<file path="src/rtl/pipeline_flow_ctrl.sv">
// pipeline_flow_ctrl: pipeline load enables, NOP/flush control and one-entry fetch skid buffer
module pipeline_flow_ctrl #(
    parameter int CNT_WIDTH = 16,
    parameter int IR_WIDTH  = 16
) (
    input  logic                 clk,
    input  logic                 rst_n,
    input  logic                 gen_bubble,
    input  logic                 squash_ID,
    input  logic                 imem_resp,
    input  logic [IR_WIDTH-1:0]  imem_rdata,
    input  logic                 dmem_access,
    input  logic                 dmem_resp,
    output logic                 imem_read,
    output logic [IR_WIDTH-1:0]  if_ir,
    output logic                 flow_IF,
    output logic                 flow_ID_EX,
    output logic                 flow_EX_MEM,
    output logic                 flow_MEM_WB,
    output logic                 insert_nop,
    output logic [CNT_WIDTH-1:0] stall_cycles,
    output logic [CNT_WIDTH-1:0] bubble_count
);
    typedef enum logic {FETCH, BUFFERED} state_t;
    state_t state, state_nx;
    logic if_id_valid, if_id_valid_nx, buf_valid, mem_stall, fetch_ready;
    logic [IR_WIDTH-1:0] buf_ir;
    always_comb begin
        buf_valid      = state == BUFFERED;
        mem_stall      = dmem_access & ~dmem_resp;
        fetch_ready    = imem_resp | buf_valid;
        flow_ID_EX     = rst_n & ~mem_stall;
        flow_EX_MEM    = flow_ID_EX;
        flow_MEM_WB    = flow_ID_EX;
        flow_IF        = flow_ID_EX & fetch_ready & (squash_ID | ~gen_bubble);
        insert_nop     = flow_ID_EX & (squash_ID | gen_bubble | ~if_id_valid);
        imem_read      = rst_n & ~buf_valid;
        if_ir          = buf_valid ? buf_ir : imem_rdata;
        if_id_valid_nx = mem_stall ? if_id_valid : flow_IF ? 1'b1 :
                         (gen_bubble & ~squash_ID) ? if_id_valid : 1'b0;
        state_nx       = state;
        if (state == FETCH && imem_resp && !flow_IF && !squash_ID)
            state_nx = BUFFERED;
        else if (state == BUFFERED && (flow_IF || squash_ID))
            state_nx = FETCH;
    end
    always_ff @(posedge clk or negedge rst_n) begin
        if (!rst_n) begin
            state        <= FETCH;
            if_id_valid  <= 1'b0;
            buf_ir       <= '0;
            stall_cycles <= '0;
            bubble_count <= '0;
        end else begin
            state       <= state_nx;
            if_id_valid <= if_id_valid_nx;
            if (state == FETCH && state_nx == BUFFERED)
                buf_ir <= imem_rdata;
            if (!flow_IF && !(&stall_cycles))
                stall_cycles <= stall_cycles + CNT_WIDTH'(1);
            if (insert_nop && !(&bubble_count))
                bubble_count <= bubble_count + CNT_WIDTH'(1);
        end
    end
endmodule
</file>
<file path="config.mk">
export PLATFORM = sky130hd
export DESIGN_NAME = pipeline_flow_ctrl
export DESIGN_NICKNAME = d
export VERILOG_FILES = /design/src/rtl/pipeline_flow_ctrl.sv
export SDC_FILE = /design/constraint.sdc
export NUM_CORES = 1
export LEC_CHECK = 0
export ABC_AREA = 1
export CAP_MARGIN = 20
export CORE_MARGIN = 2
export CORE_UTILIZATION = 44
export DETAILED_ROUTE_END_ITERATION = 8
export PLACE_DENSITY = 0.77
export SLEW_MARGIN = 20
export SYNTH_ARGS = -nofsm -noshare
export SYNTH_HDL_FRONTEND = slang
export SYNTH_SLANG_ARGS = --single-unit
</file>
<file path="constraint.sdc">
create_clock -name clk -period 1.6 [get_ports clk]
set_clock_uncertainty 0.15 [all_clocks]
set_input_delay 0.32 -clock clk [delete_from_list [all_inputs] [get_ports clk]]
set_output_delay 0.32 -clock clk [all_outputs]
set_load 0.01 [all_outputs]
</file>
; Yosys cells after proc, flatten, opt, wreduce, memory -nomap -nowiden
; Cells that the tools add are included.
[word_totals]
mem_bits_rw = 0
elab_cells = 45
out_inout_bits = 54
mem_count = 0
input_bits = 23
mem_bits_ro = 0
latchBits = 0
reg_bits = 50
[classes]
n_shift = 0
eq_ne = 1
multipliers = 0
magnitude_cmp = 0
div = 0
n_addsub = 2
n_bitwise = 17
muxes = 5
reduce_logical = 15
[op_table]
columns = cell, count
row1 = "16-bit by 1-bit adder with 16-bit output, second input constant", 2
row2 = 16-bit AND reduction, 2
row3 = 16-bit 2-to-1 mux, 1
row4 = 1-bit AND, 7
row5 = 1-bit logical AND, 7
row6 = 1-bit NOT, 6
row7 = 1-bit logical NOT, 4
row8 = 1-bit 2-to-1 mux, 4
row9 = 1-bit bitwise OR, 4
row10 = "2-bit inequality test, second input constant", 1
row11 = 2-bit AND reduction, 1
row12 = 1-bit logical OR, 1

; Depth between registers and ports, before layout
; Gate-level depths: netlist of the first run.
[depth]
ltp_word = 11
mapped_depth = 10
mapped_depth_nobuf = 9

; Worst setup path before layout of the first run
; Ideal clock, no wire load.
[synth_path]
path_kind = register to register
startpoint = register stall_cycles[0]
endpoint = register stall_cycles[3]
t_arrival_ns = 1.462
setup_slack_ns = -0.128
path_stages_with_launch = 10
required_ns = 1.333
n_path_buf = 1
period_less_slack_ns = 1.728
setup_ns = 0.117
path_cell_list = dfrtp_1 ha_1 nand3_2 nor2_8 nand2_4 nor2_1 nor2_2 buf_4 nand2_1 nand2_1
[synth_via]
elab_chain_cells = 3
word_cells_on_any_way = 4
cone_classes = 1 x add/sub / 3 x reduce/logical
[synth_rtl]
columns = element, line
row1 = "start, declared", 21  ; output logic [CNT_WIDTH-1:0] stall_cycles,
row2 = "start signal, assigned", 60  ; stall_cycles <= stall_cycles + CNT_WIDTH'(1);
row3 = branches (longest 3 deep; another with 16-bit by 1-bit adder with 16-bit output), -
; Several ways; the timed one is not identified.
; A chain may end at the register's enable or synchronous reset.

; Final worst setup path of the first run
[layout_path]
startpoint = register state (netlist: buf_valid)
endpoint = output port flow_IF
[layout_via]
elab_chain_cells = 3
[layout_rtl]
columns = element, line
row1 = "start, declared", 25  ; state_t state, state_nx;
row2 = "start signal, assigned", 55  ; state <= state_nx;
row3 = 1-bit bitwise OR, 31  ; fetch_ready = imem_resp | buf_valid;
row4 = 1-bit AND (2 in a row), 35  ; flow_IF = flow_ID_EX & fetch_ready & (squash_ID | ~gen_bubble);
row5 = "end, declared", 16  ; output logic flow_IF,
; No other way between the ends.

==> flow_results.xml, run 1 <==
<?xml version="1.0" encoding="UTF-8"?>
<metrics>
  <group name="run">
    <metric name="cap_violations" unit="">0</metric>
  </group>
  <group name="clocking">
    <metric name="cts-htree-levels" unit="">2</metric>
    <metric name="cts.clk_slew.worst_paths" unit="ns">0.10</metric>
    <metric name="cts_hold_buf" unit="">0</metric>
    <metric name="ctsRootBufferMaster" unit="">sky130_fd_sc_hd__clkbuf_8</metric>
    <metric name="clkLatencyLatePin" unit="ns">0.31</metric>
    <metric name="clock_tree.buffer_depth" unit="">2</metric>
    <metric name="tritoncts_clock_tree" unit="">yes</metric>
    <metric name="cts-buffers-inserted" unit="">5</metric>
    <metric name="clock_sink_count" unit="">50</metric>
  </group>
  <group name="drt">
    <metric name="remaining_drc_errors" unit="">0</metric>
    <metric name="detail_route.iter0.violations" unit="">230</metric>
    <metric name="route.final.wire_length" unit="um">10100</metric>
    <metric name="drt_pre_antenna_iters" unit="">5</metric>
    <metric name="antenna_left" unit="">0</metric>
    <metric name="count_of_vias_placed_by_the_detailed_router" unit="">3500</metric>
    <metric name="average_via_count_per_standard_cell" unit="">5.30</metric>
    <metric name="route.detailed.wl_per_inst" unit="um">15.3</metric>
  </group>
  <group name="sta">
    <metric name="layout_setup_ws" unit="ns">-0.122</metric>
    <metric name="timing.final.crit_period" unit="ns">1.72</metric>
    <metric name="worstMarginPinSlew" unit="ns">0.642</metric>
    <metric name="final_hold_viol_count" unit="">0</metric>
    <metric name="fmax" unit="MHz">581</metric>
    <metric name="setup_tns_final" unit="ns">-2.24</metric>
    <metric name="final_setup_violating_endpoints" unit="">44</metric>
    <metric name="worst_hold_slack" unit="ns">0.0560</metric>
    <metric name="rsz0062_at_grt" unit="">true</metric>
    <metric name="slew_violations" unit="">0</metric>
    <metric name="timing.final.crit_share" unit="%">108</metric>
    <metric name="max-slew-margin-rel" unit="%">57.2</metric>
  </group>
  <group name="power_and_ir_drop">
    <metric name="irDropWorstVdd" unit="mV">0.903</metric>
    <metric name="leakagePower" unit="nW">2.60</metric>
    <metric name="power_density" unit="mW/mm^2">916</metric>
    <metric name="fin_total_pwr" unit="mW">4.63</metric>
  </group>
  <group name="finish">
    <metric name="post_route_cells_drive_above_1_share" unit="%">41.7</metric>
    <metric name="commonest_cells_after_routing_fill_and_taps_aside" unit="">sky130_fd_sc_hd__nand2_1, sky130_fd_sc_hd__buf_4, sky130_fd_sc_hd__dfrtp_1</metric>
    <metric name="insertedDiodeCount" unit="">0</metric>
    <metric name="finish.cell_count_without_fillers" unit="">660</metric>
    <metric name="area_delta_synth_final" unit="%">72.6</metric>
    <metric name="layout.nets" unit="">607</metric>
    <metric name="mostFrequentLayoutCell" unit="">sky130_fd_sc_hd__nand2_1</metric>
  </group>
  <group name="critical_path">
    <metric name="start_kind" unit="">register</metric>
    <metric name="cp.required" unit="ns">1.13</metric>
    <metric name="worstRegToRegCells" unit="">9</metric>
    <metric name="cp-end-kind" unit="">output port</metric>
    <metric name="worstReg2RegEnd" unit="">stall_cycles[9]</metric>
    <metric name="worst-setup-path-type" unit="">register to output port</metric>
    <metric name="path_max_fanout" unit="">2</metric>
    <metric name="regToRegSetupSlack" unit="ns">-0.07</metric>
    <metric name="critical_path_arrival" unit="ns">1.25</metric>
    <metric name="timing.rr.start" unit="">stall_cycles[6]</metric>
  </group>
  <group name="place">
    <metric name="hpwlAfterDp" unit="um">5380</metric>
    <metric name="final_weighted_congestion_in_routability_driven_placement" unit="">0.879</metric>
    <metric name="numPlacedInstances" unit="">608</metric>
    <metric name="port_buffers" unit="">76</metric>
  </group>
  <group name="synthesis">
    <metric name="synth_area_per_cell" unit="um^2">6.95</metric>
    <metric name="synthesis.area" unit="mm^2">0.00293</metric>
    <metric name="synth_seq_area_share" unit="%">42.7</metric>
    <metric name="synth.ff_latch_count" unit="">50</metric>
    <metric name="synthesis.instances" unit="">422</metric>
    <metric name="net_count_of_the_mapped_netlist" unit="">447</metric>
    <metric name="yosysUniqueCellTypes" unit="">24</metric>
    <metric name="synthesis.yosys.warnings" unit="">0</metric>
  </group>
  <group name="floorplan">
    <metric name="initial_core_util" unit="%">45.9</metric>
    <metric name="design.portCount" unit="">77</metric>
    <metric name="num_rows" unit="">29</metric>
    <metric name="die-width" unit="um">85.6</metric>
    <metric name="fp.dieArea" unit="mm^2">0.00733</metric>
    <metric name="floorplan.die.height" unit="um">85.6</metric>
    <metric name="core_area" unit="mm^2">0.00639</metric>
  </group>
  <group name="status">
    <metric name="violations_in_the_final_reports" unit="">negative setup slack</metric>
    <metric name="outcome" unit="">finished, violations left</metric>
  </group>
  <group name="global_routing">
    <metric name="grt_first_pass_wirelength" unit="um">13600</metric>
    <metric name="grt_overflow_total" unit="">0</metric>
    <metric name="grt_antenna_before_repair" unit="">0</metric>
    <metric name="grt.total_usage" unit="%">22.8</metric>
    <metric name="grt_pass1_vias" unit="">3121</metric>
    <metric name="grt_max_degree" unit="">51</metric>
  </group>
  <group name="hold_path">
    <metric name="hold_path.class" unit="">input pin to async pin</metric>
  </group>
</metrics>
Yosys cell counts:
cell type / n / share of area (%)
sky130_fd_sc_hd__nand2_4: 2 / 0.77
sky130_fd_sc_hd__o21ai_1: 1 / 0.17
sky130_fd_sc_hd__clkbuf_1: 4 / 0.51
sky130_fd_sc_hd__ha_1: 2 / 0.85
sky130_fd_sc_hd__nand3_2: 2 / 0.68
sky130_fd_sc_hd__nand2_1: 172 / 22
sky130_fd_sc_hd__nor2_1: 35 / 4.5
sky130_fd_sc_hd__nand4_1: 7 / 1.5
sky130_fd_sc_hd__o21ai_4: 1 / 0.55
sky130_fd_sc_hd__nand3b_1: 2 / 0.51
sky130_fd_sc_hd__nor2_8: 1 / 0.68
sky130_fd_sc_hd__o21ai_0: 44 / 7.5
sky130_fd_sc_hd__nor2_2: 3 / 0.64
sky130_fd_sc_hd__buf_1: 1 / 0.13
sky130_fd_sc_hd__nor3_1: 3 / 0.51
sky130_fd_sc_hd__buf_2: 5 / 0.85
sky130_fd_sc_hd__nand3_1: 24 / 4.1
sky130_fd_sc_hd__buf_4: 3 / 0.77
sky130_fd_sc_hd__xor2_1: 5 / 1.5
sky130_fd_sc_hd__buf_6: 1 / 0.38
sky130_fd_sc_hd__xnor2_1: 7 / 2.1
sky130_fd_sc_hd__dfrtp_1: 50 / 43
sky130_fd_sc_hd__inv_1: 46 / 5.9
sky130_fd_sc_hd__nand2_2: 1 / 0.21
stage by stage:
stage / setup slack, ns / util (%) / area [um^2]
after floorplan: -0.0514 / - / 2960
after global placement: -0.672 / 64.6 / 4130
after detailed placement: -0.703 / 64.6 / 4130
after CTS: -0.0938 / 69.4 / 4430
after global routing: -0.194 / 79.2 / 5060
final: -0.122 / 79.2 / 5060
cells by family after synthesis:
kind of cell,synth area share (%)
XOR/XNOR,3.59
AND/OR/NAND/NOR,36.1
adder cells (fa/ha/maj),0.853
buffers and inverters,8.54
flip-flops,42.7
AO/OA/AOI/OAI,8.24
timing repair:
item | 4_1_cts | 5_1_grt
endpoints found under the setup margin | 102 | 74
resized for setup | 176 | 146
pin swaps | 10 | 35
cloned | 2 | 6
setup buffers | 26 | 11
worst max-delay path by stage:
stage                         start              end  slack (ns)  cells after the start
floorplan           stall_cycles[1]  stall_cycles[3]       -0.05                      8
global placement          dmem_resp       insert_nop       -0.67                      6
detailed placement        dmem_resp       insert_nop       -0.70                      6
CTS                       buf_valid          flow_IF       -0.09                      6
global route              buf_valid        if_ir[12]       -0.19                      4
finish                    buf_valid          flow_IF       -0.12                      6
layer usage:
metal | routed length (um) | part of all wire [%] | track usage (%)
met5 | 0 | 0 | 0
met1 | 3950 | 39 | 28.9
met4 | 245 | 2.4 | 8.08
met2 | 5140 | 51 | 39.0
met3 | 733 | 7.3 | 4.43
sequential cells by signal, summed over array words and instances, names as in the netlist:
signal and cells:
buf_ir 16, bubble_count 16, buf_valid 1, stall_cycles 16
if_id_valid 1
power by group:
part           internal [mW]  total (mW)  switching (mW)
sequential              1.50        1.70           0.200
clock                  0.461       0.899           0.438
combinational          0.993        2.03            1.04
critical path, stage by stage, from the launching register on:
cell,delay [ns]
sky130_fd_sc_hd__dfrtp_1,0.43
sky130_fd_sc_hd__buf_6,0.14
sky130_fd_sc_hd__nor2_4,0.10
sky130_fd_sc_hd__nor2_4,0.06
sky130_fd_sc_hd__nand2_4,0.07
sky130_fd_sc_hd__inv_4,0.04
sky130_fd_sc_hd__buf_6,0.11
cell type report:
cell class / count / area (um^2)
clock inverters: 3 / 40.0
repair buffers: 165 / 1470
flip-flops and latches: 50 / 1260
fillers: 396 / 1330
inverters: 46 / 175
clock buffers: 5 / 68.8
well taps: 77 / 96.3
multi-input cells: 314 / 1950
(Power assumes the default switching activity.)
==> run 2: changes to the inputs <==
Settings changed: CORE_MARGIN 2 to 1.
==> flow_results.xml, run 2 (same netlist as run 1, synthesis figures left out) <==
<?xml version="1.0" encoding="UTF-8"?>
<metrics>
  <group name="sta">
    <metric name="slew_violations" unit="">0</metric>
    <metric name="fmax" unit="MHz">589</metric>
    <metric name="timing.final.crit_share" unit="%">106</metric>
    <metric name="max-slew-margin-rel" unit="%">59.5</metric>
    <metric name="worst_hold_slack" unit="ns">0.0387</metric>
    <metric name="worstMarginPinSlew" unit="ns">0.607</metric>
    <metric name="final_setup_violating_endpoints" unit="">29</metric>
    <metric name="rsz0062_at_grt" unit="">true</metric>
    <metric name="final_hold_viol_count" unit="">0</metric>
    <metric name="timing.final.crit_period" unit="ns">1.70</metric>
    <metric name="layout_setup_ws" unit="ns">-0.0984</metric>
  </group>
  <group name="clocking">
    <metric name="clock_tree.buffer_depth" unit="">2</metric>
    <metric name="cts.clk_slew.worst_paths" unit="ns">0.09</metric>
    <metric name="clkLatencyLatePin" unit="ns">0.31</metric>
    <metric name="cts-buffers-inserted" unit="">5</metric>
    <metric name="ctsRootBufferMaster" unit="">sky130_fd_sc_hd__clkbuf_8</metric>
    <metric name="cts-htree-levels" unit="">2</metric>
    <metric name="clock_sink_count" unit="">50</metric>
    <metric name="tritoncts_clock_tree" unit="">yes</metric>
  </group>
  <group name="global_routing">
    <metric name="grt.total_usage" unit="%">24.2</metric>
    <metric name="grt_first_pass_wirelength" unit="um">13800</metric>
    <metric name="grt_overflow_total" unit="">0</metric>
    <metric name="grt_max_degree" unit="">47</metric>
    <metric name="gr-max-usage-layer" unit="">met2</metric>
    <metric name="grt_util_met2" unit="%">41.3</metric>
    <metric name="grt.met1_usage" unit="%">30.9</metric>
    <metric name="grt_pass1_vias" unit="">3095</metric>
    <metric name="global_route.usage.met3" unit="%">5.04</metric>
    <metric name="grt_antenna_before_repair" unit="">0</metric>
  </group>
  <group name="critical_path">
    <metric name="critical_path_arrival" unit="ns">1.23</metric>
    <metric name="path_max_fanout" unit="">34</metric>
    <metric name="start_kind" unit="">register</metric>
    <metric name="cp-end-kind" unit="">output port</metric>
    <metric name="critical_path.n_buffers_inverters" unit="">2</metric>
    <metric name="critical_path.slowest_cell" unit="">sky130_fd_sc_hd__dfrtp_1</metric>
    <metric name="worst_path_dominant_cell_family" unit="">flip-flops</metric>
    <metric name="cp.required" unit="ns">1.13</metric>
    <metric name="worst-setup-path-type" unit="">register to output port</metric>
    <metric name="worstRegToRegCells" unit="">8</metric>
    <metric name="timing.critical_path.cells" unit="">buf_12, o21ai_0, buf_2</metric>
    <metric name="critical-path-max-stage-delay" unit="ns">0.42</metric>
    <metric name="critical_path_depth" unit="">3</metric>
  </group>
  <group name="drt">
    <metric name="route.detailed.wl_per_inst" unit="um">13.4</metric>
    <metric name="drt_pre_antenna_iters" unit="">4</metric>
    <metric name="count_of_vias_placed_by_the_detailed_router" unit="">3324</metric>
    <metric name="route.final.wire_length" unit="um">8790</metric>
    <metric name="detail_route.iter0.violations" unit="">176</metric>
    <metric name="remaining_drc_errors" unit="">0</metric>
    <metric name="average_via_count_per_standard_cell" unit="">5.07</metric>
    <metric name="antenna_left" unit="">0</metric>
  </group>
  <group name="finish">
    <metric name="insertedDiodeCount" unit="">0</metric>
    <metric name="commonest_cells_after_routing_fill_and_taps_aside" unit="">sky130_fd_sc_hd__nand2_1, sky130_fd_sc_hd__buf_4, sky130_fd_sc_hd__inv_1</metric>
    <metric name="mostFrequentLayoutCell" unit="">sky130_fd_sc_hd__nand2_1</metric>
    <metric name="layout.nets" unit="">602</metric>
    <metric name="finish.utilization" unit="%">73.2</metric>
    <metric name="post_route_cells_drive_above_1_share" unit="%">34.8</metric>
    <metric name="reg_top3" unit="">bubble_count x16, buf_ir x16, stall_cycles x16</metric>
    <metric name="area_delta_synth_final" unit="%">59.5</metric>
    <metric name="post-route-cell-area" unit="mm^2">0.00468</metric>
  </group>
  <group name="floorplan">
    <metric name="fp.dieArea" unit="mm^2">0.00699</metric>
    <metric name="num_rows" unit="">29</metric>
    <metric name="die-width" unit="um">83.6</metric>
    <metric name="core_area" unit="mm^2">0.00639</metric>
    <metric name="floorplan.die.height" unit="um">83.6</metric>
    <metric name="initial_core_util" unit="%">45.9</metric>
    <metric name="design.portCount" unit="">77</metric>
  </group>
  <group name="place">
    <metric name="port_buffers" unit="">76</metric>
    <metric name="final_weighted_congestion_in_routability_driven_placement" unit="">0.837</metric>
    <metric name="hpwlAfterDp" unit="um">5380</metric>
    <metric name="preCtsSetupSlack" unit="ns">-0.631</metric>
    <metric name="detailed_place.area" unit="mm^2">0.00412</metric>
  </group>
  <group name="status">
    <metric name="violations_in_the_final_reports" unit="">negative setup slack</metric>
    <metric name="outcome" unit="">finished, violations left</metric>
  </group>
  <group name="power_and_ir_drop">
    <metric name="irDropWorstVdd" unit="mV">0.753</metric>
    <metric name="power_density" unit="mW/mm^2">942</metric>
    <metric name="fin_total_pwr" unit="mW">4.41</metric>
    <metric name="leakagePower" unit="nW">2.52</metric>
  </group>
  <group name="hold_path">
    <metric name="hold_path.class" unit="">input pin to async pin</metric>
  </group>
  <group name="run">
    <metric name="cap_violations" unit="">0</metric>
  </group>
</metrics>
-- run 2: per-layer routing --
metal	up-vias	share of wire [%]
met5	-	0
met2	107	50
li1	1625	-
met3	21	5.9
met1	1571	42
met4	0	2.3
-- run 2: power by group --
group / internal [mW] / switching [mW]
clock: 0.461 / 0.426
sequential: 1.51 / 0.165
combinational: 0.893 / 0.955
-- run 2: repair_timing --
item	CTS	global route
gates cloned	0	3
buffers inserted	24	10
pin swaps	7	25
resized for setup	162	90
endpoints found under the hold margin	4	0
setup endpoints to repair	89	60
hold buffers	1	0
-- run 2: area by class of cell --
cell class	count	area (um^2)
Clock buffer	5	68.8
Clock inverter	3	40.0
Fill cell	506	1710
Inverter	46	173
Multi-Input combinational cell	314	1720
Sequential cell	50	1260
Tap cell	77	96.3
Timing Repair Buffer	160	1320
-- run 2: path summary, 6_finish.rpt --
check | from | end | slack [ns]
worst max-delay path | buf_valid | if_ir[4] | -0.1
worst min-delay path | rst_n | bubble_count[14] | 0.04
worst max register to register | stall_cycles[8] | stall_cycles[5] | -0.06
worst min register to register | buf_ir[13] | buf_ir[13] | 0.34
max in group asynchronous | rst_n | if_id_valid | 0.76
min in group clk | squash_ID | buf_valid | 0.30
-- run 2: metrics by stage --
stage	setup TNS, ns	instances
final	-1.37	655
after global routing	-4.12	655
after CTS	-1.09	642
after detailed placement	-31.13	609
after global placement	-28.88	609
after floorplan	-0.535	422
